**config.mk**
```make
export PLATFORM = sky130hd
export DESIGN_NAME = instr_fetch_unit
export DESIGN_NICKNAME = d
export VERILOG_FILES = /design/src/rtl/proc_pkg.sv /design/src/rtl/fetch_skid_buf.sv /design/src/rtl/instr_fetch_unit.sv
export SDC_FILE = /design/constraint.sdc
export NUM_CORES = 1
export LEC_CHECK = 0
export BUFFER_PORTS_ARGS = -buffer_cell sky130_fd_sc_hd__buf_2
export CAP_MARGIN = 0
export CORE_ASPECT_RATIO = 0.9
export CORE_UTILIZATION = 40
export DETAILED_ROUTE_END_ITERATION = 8
export PLACE_DENSITY_LB_ADDON = 0.2
export SLEW_MARGIN = 20
export SYNTH_ARGS = -nofsm -noshare
export SYNTH_HDL_FRONTEND = slang
export SYNTH_SLANG_ARGS = --single-unit
```
**constraint.sdc**
```tcl
create_clock -name clk -period 2.5 [get_ports clk]
set_input_delay 0.125 -clock clk [delete_from_list [all_inputs] [get_ports clk]]
set_output_delay 0.125 -clock clk [all_outputs]
set_load 0.02 [all_outputs]
```
**src/rtl/proc_pkg.sv**
```systemverilog
// Shared definitions for the 2-bit-opcode processor: opcode values and the
// fetch FSM state encoding, used by the fetch unit and the control decoder.
package proc_pkg;

    localparam logic [1:0] OP_ADD = 2'b00;
    localparam logic [1:0] OP_SLL = 2'b01;
    localparam logic [1:0] OP_NOP = 2'b10;
    localparam logic [1:0] OP_JMP = 2'b11;

    typedef enum logic [1:0] {
        StIdle  = 2'b00,
        StFetch = 2'b01,
        StSkid  = 2'b10,
        StDrop  = 2'b11
    } fetch_state_e;

    function automatic logic is_jump(input logic [1:0] op);
        return op == OP_JMP;
    endfunction

endpackage

```
**src/rtl/fetch_skid_buf.sv**
```systemverilog
// One-entry instruction+PC holding buffer used when a fetch response arrives
// while the IF/ID register is stalled.
module fetch_skid_buf #(
    parameter int unsigned PC_W    = 8,
    parameter int unsigned INSTR_W = 8
) (
    input  logic               clk,
    input  logic               rst_n,
    input  logic               load_i,
    input  logic               unload_i,
    input  logic               clear_i,
    input  logic [INSTR_W-1:0] instr_i,
    input  logic [PC_W-1:0]    pc_i,
    output logic               valid_o,
    output logic [INSTR_W-1:0] instr_o,
    output logic [PC_W-1:0]    pc_o
);

    logic               valid_q, valid_d;
    logic [INSTR_W-1:0] instr_q, instr_d;
    logic [PC_W-1:0]    pc_q, pc_d;

    always_comb begin
        valid_d = valid_q;
        instr_d = instr_q;
        pc_d    = pc_q;
        if (load_i) begin
            valid_d = 1'b1;
            instr_d = instr_i;
            pc_d    = pc_i;
        end
        // Clear wins over a coincident load: a redirect invalidates everything.
        if (unload_i || clear_i) begin
            valid_d = 1'b0;
        end
    end

    always_ff @(posedge clk or negedge rst_n) begin
        if (!rst_n) begin
            valid_q <= 1'b0;
            instr_q <= '0;
            pc_q    <= '0;
        end else begin
            valid_q <= valid_d;
            instr_q <= instr_d;
            pc_q    <= pc_d;
        end
    end

    assign valid_o = valid_q;
    assign instr_o = instr_q;
    assign pc_o    = pc_q;

endmodule

```
**src/rtl/instr_fetch_unit.sv**
```systemverilog
// Fetch front end: owns the PC, fetches over a req/ack handshake, holds the
// IF/ID register and handles decode-driven redirects.
module instr_fetch_unit
    import proc_pkg::*;
#(
    parameter int unsigned    PC_W     = 8,
    parameter int unsigned    INSTR_W  = 8,
    parameter logic [PC_W-1:0] RESET_PC = '0
) (
    input  logic               clk,
    input  logic               rst_n,
    output logic               imem_req,
    output logic [PC_W-1:0]    imem_addr,
    input  logic               imem_ack,
    input  logic [INSTR_W-1:0] imem_rdata,
    input  logic               stall,
    input  logic               PC_Source,
    input  logic [PC_W-1:0]    Jump_Target,
    output logic               Instr_Valid,
    output logic [INSTR_W-1:0] Instr,
    output logic [PC_W-1:0]    Instr_PC,
    output logic [1:0]         Op_Code
);

    localparam logic [PC_W-1:0] PcOne = {{(PC_W-1){1'b0}}, 1'b1};

    fetch_state_e       state_q, state_d;
    logic [PC_W-1:0]    pc_q, pc_d;
    logic [PC_W-1:0]    drop_addr_q, drop_addr_d;
    logic               valid_q, valid_d;
    logic [INSTR_W-1:0] instr_q, instr_d;
    logic [PC_W-1:0]    instr_pc_q, instr_pc_d;

    logic               skid_load, skid_unload, skid_clear;
    logic               skid_valid;
    logic [INSTR_W-1:0] skid_instr;
    logic [PC_W-1:0]    skid_pc;

    logic consume, redirect, ack_v;

    assign imem_req  = (state_q == StFetch) || (state_q == StDrop);
    // DROP keeps presenting the abandoned address until its ack arrives.
    assign imem_addr = (state_q == StDrop) ? drop_addr_q : pc_q;

    assign consume  = valid_q && !stall;
    assign redirect = consume && PC_Source;
    assign ack_v    = imem_ack && imem_req;

    always_comb begin
        state_d     = state_q;
        pc_d        = pc_q;
        drop_addr_d = drop_addr_q;
        valid_d     = valid_q;
        instr_d     = instr_q;
        instr_pc_d  = instr_pc_q;
        skid_load   = 1'b0;
        skid_unload = 1'b0;
        skid_clear  = 1'b0;

        if (consume) begin
            valid_d = 1'b0;
        end

        unique case (state_q)
            StIdle: begin
                state_d = StFetch;
            end
            StFetch: begin
                if (redirect) begin
                    pc_d       = Jump_Target;
                    skid_clear = 1'b1;
                    if (!ack_v) begin
                        state_d     = StDrop;
                        drop_addr_d = pc_q;
                    end
                end else if (ack_v) begin
                    pc_d = pc_q + PcOne;
                    if (!valid_q || consume) begin
                        valid_d    = 1'b1;
                        instr_d    = imem_rdata;
                        instr_pc_d = pc_q;
                    end else begin
                        skid_load = 1'b1;
                        state_d   = StSkid;
                    end
                end
            end
            StSkid: begin
                if (!stall) begin
                    skid_unload = 1'b1;
                    state_d     = StFetch;
                    if (redirect) begin
                        pc_d       = Jump_Target;
                        skid_clear = 1'b1;
                    end else if (skid_valid) begin
                        valid_d    = 1'b1;
                        instr_d    = skid_instr;
                        instr_pc_d = skid_pc;
                    end
                end
            end
            StDrop: begin
                if (ack_v) begin
                    state_d = StFetch;
                end
            end
            default: begin
                state_d = StIdle;
            end
        endcase
    end

    always_ff @(posedge clk or negedge rst_n) begin
        if (!rst_n) begin
            state_q     <= StIdle;
            pc_q        <= RESET_PC;
            drop_addr_q <= RESET_PC;
            valid_q     <= 1'b0;
            instr_q     <= '0;
            instr_pc_q  <= '0;
        end else begin
            state_q     <= state_d;
            pc_q        <= pc_d;
            drop_addr_q <= drop_addr_d;
            valid_q     <= valid_d;
            instr_q     <= instr_d;
            instr_pc_q  <= instr_pc_d;
        end
    end

    fetch_skid_buf #(
        .PC_W    (PC_W),
        .INSTR_W (INSTR_W)
    ) u_skid (
        .clk      (clk),
        .rst_n    (rst_n),
        .load_i   (skid_load),
        .unload_i (skid_unload),
        .clear_i  (skid_clear),
        .instr_i  (imem_rdata),
        .pc_i     (pc_q),
        .valid_o  (skid_valid),
        .instr_o  (skid_instr),
        .pc_o     (skid_pc)
    );

    assign Instr_Valid = valid_q;
    assign Instr       = instr_q;
    assign Instr_PC    = instr_pc_q;
    assign Op_Code     = valid_q ? instr_q[INSTR_W-1 -: 2] : OP_NOP;

endmodule

```
## After elaboration in Yosys (flattened, before gate mapping)

Index checks and enable logic that the tools add are counted.

- Equal/unequal tests: 14
- Multiplexer cells: 47
- Bitwise operators: 1
- Add/subtract/negate cells: 1
- Reduce and logical (&&, ||, !) cells: 15

Operators by type and width:

| kind | count |
|---|---|
| 8-bit two-way mux | 17 |
| 8-bit case mux with 2 select lines | 3 |
| 1-bit two-way mux | 17 |
| 2-bit two-way mux | 7 |
| 2-bit inequality test, second input constant | 6 |
| 3-bit inequality test, second input constant | 3 |
| 8-bit by 1-bit adder with 8-bit output, second input constant | 1 |
| 2-bit case mux with 4 select lines | 1 |
| 7-bit AND reduction | 1 |
| 5-bit AND reduction | 1 |
| 2-bit equality test, second input constant | 2 |
| 2-bit by 1-bit inequality test with 1-bit output, second input constant | 2 |
| 1-bit case mux with 2 select lines | 2 |
| 4-bit AND reduction | 1 |
| 2-bit nonzero test | 2 |
| 1-bit logical AND | 3 |
| 1-bit logical OR | 3 |
| 3-bit AND reduction | 1 |
| 2-bit by 1-bit equality test with 1-bit output, second input constant | 1 |
| 1-bit logical NOT | 2 |
| 2-bit logical NOT | 1 |
| 1-bit NOT | 1 |

- Input bits: 21
- Word-level logic and storage cells: 87
- Bits in registers: 52

## Depth between registers and ports, before layout

- Depth in word-level cells: 9
- Mapped depth: 8
- Depth with buffers taken out: 6

## By module

Synthesis repeated with hierarchy kept, for this count alone.

- Cells, all modules: 219
- Area, all modules: 2758.9 um^2

By module, submodules not included:

| module | cells an instance | times used | sequential area each (um^2) | area each (um^2) |
|---|---|---|---|---|
| instr_fetch_unit | 182 | 1 | 875.8 | 2079.5 |
| fetch_skid_buf | 37 | 1 | 425.4 | 679.4 |

## Worst setup path after synthesis

OpenSTA, ideal clock, no wires.

- Kind: flip-flop to flip-flop
- Start point: register state_q[0]
- End point: register instr_q[3], in the netlist Instr[3]
- Required time: 2375 ps
- Data arrival time: 1714 ps
- Clock period less this slack: 1839 ps
- Cell stages (with the launch flop): 8
- Slack: 661 ps
- Cells stage by stage: dfrtp_1 > ha_1 > nor2b_1 > nor4b_1 > o22a_1 > buf_6 > buf_12 > mux2_4

- Word-level cells in the longest chain between the ends: 5

Ends and longest elaborated chain:

| what | line | text |
|---|---|---|
| from (decl) | instr_fetch_unit.sv:27 | `fetch_state_e state_q, state_d;` |
| from (signal assigned) | instr_fetch_unit.sv:115 | `state_q <= StIdle;` |
| from (signal assigned) | instr_fetch_unit.sv:122 | `state_q <= state_d;` |
| 2-bit by 1-bit equality test with 1-bit output or 2-bit equality test (tied branches) | instr_fetch_unit.sv:41, instr_fetch_unit.sv:64 |  |
| 1-bit logical OR | instr_fetch_unit.sv:41 | `assign imem_req = (state_q == StFetch) \|\| (state_q == StDrop);` |
| 1-bit logical AND | instr_fetch_unit.sv:47 | `assign ack_v = imem_ack && imem_req;` |
| 2-bit inequality test (no line) | -- |  |
| 7-bit AND reduction (no line) | -- |  |
| to (signal assigned) | instr_fetch_unit.sv:126 | `instr_q <= instr_d;` |
| to (decl) | instr_fetch_unit.sv:31 | `logic [INSTR_W-1:0] instr_q, instr_d;` |

Several ways; a longest one is shown, not always the timed one.
A chain may end at the register's enable or synchronous reset.

## Worst setup path after layout

- Start point: register state_q[1]
- End point: register instr_pc_q[5], in the netlist Instr_PC[5]

- Word-level cells in the longest chain between the ends: 5

Ends and longest elaborated chain:

| what | line | text |
|---|---|---|
| 2-bit by 1-bit equality test with 1-bit output or 2-bit equality test (tied branches) | instr_fetch_unit.sv:41, instr_fetch_unit.sv:64 |  |
| 1-bit logical OR | instr_fetch_unit.sv:41 |  |
| 1-bit logical AND | instr_fetch_unit.sv:47 |  |
| 2-bit inequality test (no line) | -- |  |
| 7-bit AND reduction (no line) | -- |  |
| to (signal assigned) | instr_fetch_unit.sv:127 | `instr_pc_q <= instr_pc_d;` |
| to (decl) | instr_fetch_unit.sv:32 | `logic [PC_W-1:0] instr_pc_q, instr_pc_d;` |

Several ways; a longest one is shown, not always the timed one.

==> results_dict.tcl <==
set metrics [dict create \
    status "finished, final reports clean" \
    h-tree-depth 2 \
    synth_area_per_cell_um2 12.01 \
    synth_area_um2 2738 \
    wl_met3_um 197 \
    max-slew-margin-rel 0.6419 \
    grt_use_total 0.1665 \
    core_area_um2 6586 \
    crit_slowest_cell "dfrtp_1" \
    cpPeakStageDelay_ns 0.40 \
    first_iter_violations 105 \
    required_ns 2.69 \
    grt_max_degree 22 \
    multiInputGateArea_um2 1316 \
    rsz0062_at_grt "no" \
    synth_edf_count 0 \
    drtPass1Iterations 4 \
    die_h_um 80.49 \
    tns_ns 0 \
    vias 1855 \
    synthCells 228 \
    cp.arrival_ns 2.33 \
    rows 28 \
    synth_cell_types 39 \
    power_density_nw_per_um2 1265 \
    total_power_mw 4.050 \
    clkLatencyLatePin_ns 0.30 \
    cp-startpoint "state_q[1]" \
    initial_utilization 0.4157 \
    yosys.cell_count.top_type "dfrtp_1" \
    dp_hpwl_um 3824 \
    endpoint "Instr_PC[5]" \
    worstMarginPinSlew_ns 0.5372 \
    clockBufferDepth 2 \
    worstRegToRegCells 7 \
    wl_um 5311 \
    numPortBuffers 48 \
    ys_top_cells_by_area "dfrtp_1 (48%), mux2_2 (19%), mux2_4 (5.5%), mux2i_1 (3.3%), o21ai_0 (2.9%)" \
    final_nets 304 \
    maxCapViolations 0 \
    peakVddDrop_v 0.0006061 \
    ys_seq_elements 52 \
    final_util 0.4859 \
    r2r_slack_ns 0.36 \
    endpoint_kind "flip-flop" \
    ios 49 \
    synth_ff_type "dfrtp_1" \
    grt_pass1_vias 1877 \
    final_layout_size_suffix_gt1_frac 0.4464 \
    worstReg2RegEnd "Instr_PC[5]" \
    grt_pass1_wl_um 9135 \
    areaGrowthSynthToFinish_pct 16.91 \
    setup_viol 0 \
    clk_pin_slew_ns 0.09 \
    async_flop_share 1.000 \
    wl_per_cell_um 14.35 \
    synth_common_cells "dfrtp_1 (52), mux2_2 (46), nand2_1 (16), o21ai_0 (16), mux2_4 (10)" \
    hold_path_class "in -> reg" \
    nFillCells 656 \
    path_cells "inv_1 > ha_1 > nor2b_1 > nor4b_1 > o22a_1 > buf_4 > mux2_2" \
    synth_top_area_cell "dfrtp_1" \
    slew_violations 0 \
    yosysTopAreaCellShare 0.4753 \
    ys_seq_area_frac 0.4753 \
    die_x_um 89.21 \
    top_layer_used "met4" \
    start_kind "flip-flop" \
    cts_tree "done" \
    via_per_inst 5.014 \
    syn_nets 253 \
    r2r_start "state_q[1]" \
    routabilityCongestion 0.7594 \
    diodes 0 \
    fmax_ghz 0.4669 \
    synth_warnings 0 \
    finalHoldViolCount 0 \
    cts_root_buf "clkbuf_8" \
    path_max_fanout 16 \
    clkSinkCount 52 \
    fin_crit_sh 0.8568 \
    antenna_found_initial 0 \
    cts_made_buffers 5 \
    overflow 0 \
    power_leakage_nw 1.547 \
    postCtsSetupBuffers 0 \
    wl_met2_um 2497 \
    fp.dieArea_um2 7180 \
    fin_skew_ns 0.003933 \
    drtAntennaViolNets 0 \
    seqCellArea_um2 1301 \
    criticalPathCategory "reg -> reg" \
    fin_crit_ns 2.142 \
    hp-start "imem_rdata[5]" \
    drt_drc_violations_left 0 \
    wirelength_met1_um 2571 \
]
## cell families (layout without fill, tap and decap cells)
group | after synthesis | after routing | share of synthesized area
mux | 65 | 65 | 0.2770
buf+inv | 22 | 74 | 0.04388
compound gates | 46 | 46 | 0.1047
fa+ha+maj | 4 | 4 | 0.01828
flops | 52 | 52 | 0.4753
simple gates | 39 | 39 | 0.08090
## cell type report
class                      count  area share
multi-input combinational    154      0.4113
inverter                       9     0.01056
clock buffer                   7     0.03010
clock inverter                 1    0.009382
sequential                    52      0.4066
tap                           90     0.03518
timing repair buffer          57     0.09695
## per-stage QoR
step / cells / worst slack (ns) / cell area [um2] / hold WS [ns]
3_3_place_gp: 361 / 0.4651 / 3064 / 0.07897
4_1_cts: 370 / 0.3365 / 3201 / 0.05845
2_1_floorplan: 228 / 0.6610 / 2738 / -0.1706
3_5_place_dp: 361 / 0.3424 / 3064 / 0.08512
5_1_grt: 370 / 0.2203 / 3201 / 0.06117
6_report: 370 / 0.3581 / 3201 / 0.06490
## worst min-delay path by stage
| stage | end | cells after the start | slack, ns |
|---|---|---|---|
| 2_1_floorplan | Instr[0] | 0 | -0.17 |
| 3_3_place_gp | u_skid.instr_o[1] | 1 | 0.08 |
| 3_5_place_dp | u_skid.instr_o[3] | 1 | 0.09 |
| 4_1_cts | u_skid.instr_o[5] | 2 | 0.06 |
| 5_1_grt | u_skid.instr_o[7] | 2 | 0.06 |
| 6_report | u_skid.instr_o[5] | 2 | 0.06 |
## metal layers
metal / track usage / vias to the layer above
met4: 0.03810 / 0
met1: 0.2281 / 898
met3: 0.03494 / 5
met5: 0 / -
met2: 0.2695 / 30
li1: - / 922
## critical path: cells and delay by family (launching register included)
| kind | cells | cell delay (ns) |
|---|---|---|
| compound gates | 1 | 0.18 |
| fa+ha+maj | 1 | 0.28 |
| buf+inv | 2 | 0.34 |
| flops | 1 | 0.40 |
| mux | 1 | 0.37 |
| simple gates | 2 | 0.45 |
## cell usage in the layout (no fill, tap or decap), types with 2 or more instances in the layout
cell type  count
a211oi_1       3
a21oi_1        9
a22oi_1        2
a2bb2oi_1      2
a31oi_1        4
and2_1         2
buf_2         48
buf_4          8
clkbuf_8       7
dfrtp_1       52
ha_1           4
inv_1          9
mux2_2        46
mux2_4        10
mux2i_1        9
nand2_1       16
nand2b_1       4
nand3_1        3
nand4_1        3
nor2_1         3
nor2b_1        2
o21ai_0       16
o22ai_1        2
## state kept, by name, indices dropped and copies added, names as in the netlist
register	count
drop_addr_q	8
Instr_PC	8
u_skid.valid_o	1
Instr_Valid	1
u_skid.pc_o	8
u_skid.instr_o	8
state_q	2
Instr	8
pc_q	8
## where the power goes
| group | total, mW | switching [mW] | internal (mW) |
|---|---|---|---|
| clock | 0.624 | 0.270 | 0.353 |
| sequential | 1.51 | 0.289 | 1.22 |
| combinational | 1.92 | 0.990 | 0.931 |
| total | 4.05 | 1.55 | 2.50 |
## repair_timing
item                      in CTS  in global routing
hold buffers                   1                  0
gates resized for setup        0                  0
hold endpoints to repair      17                  0
Power figures use the tool's default switching activity.
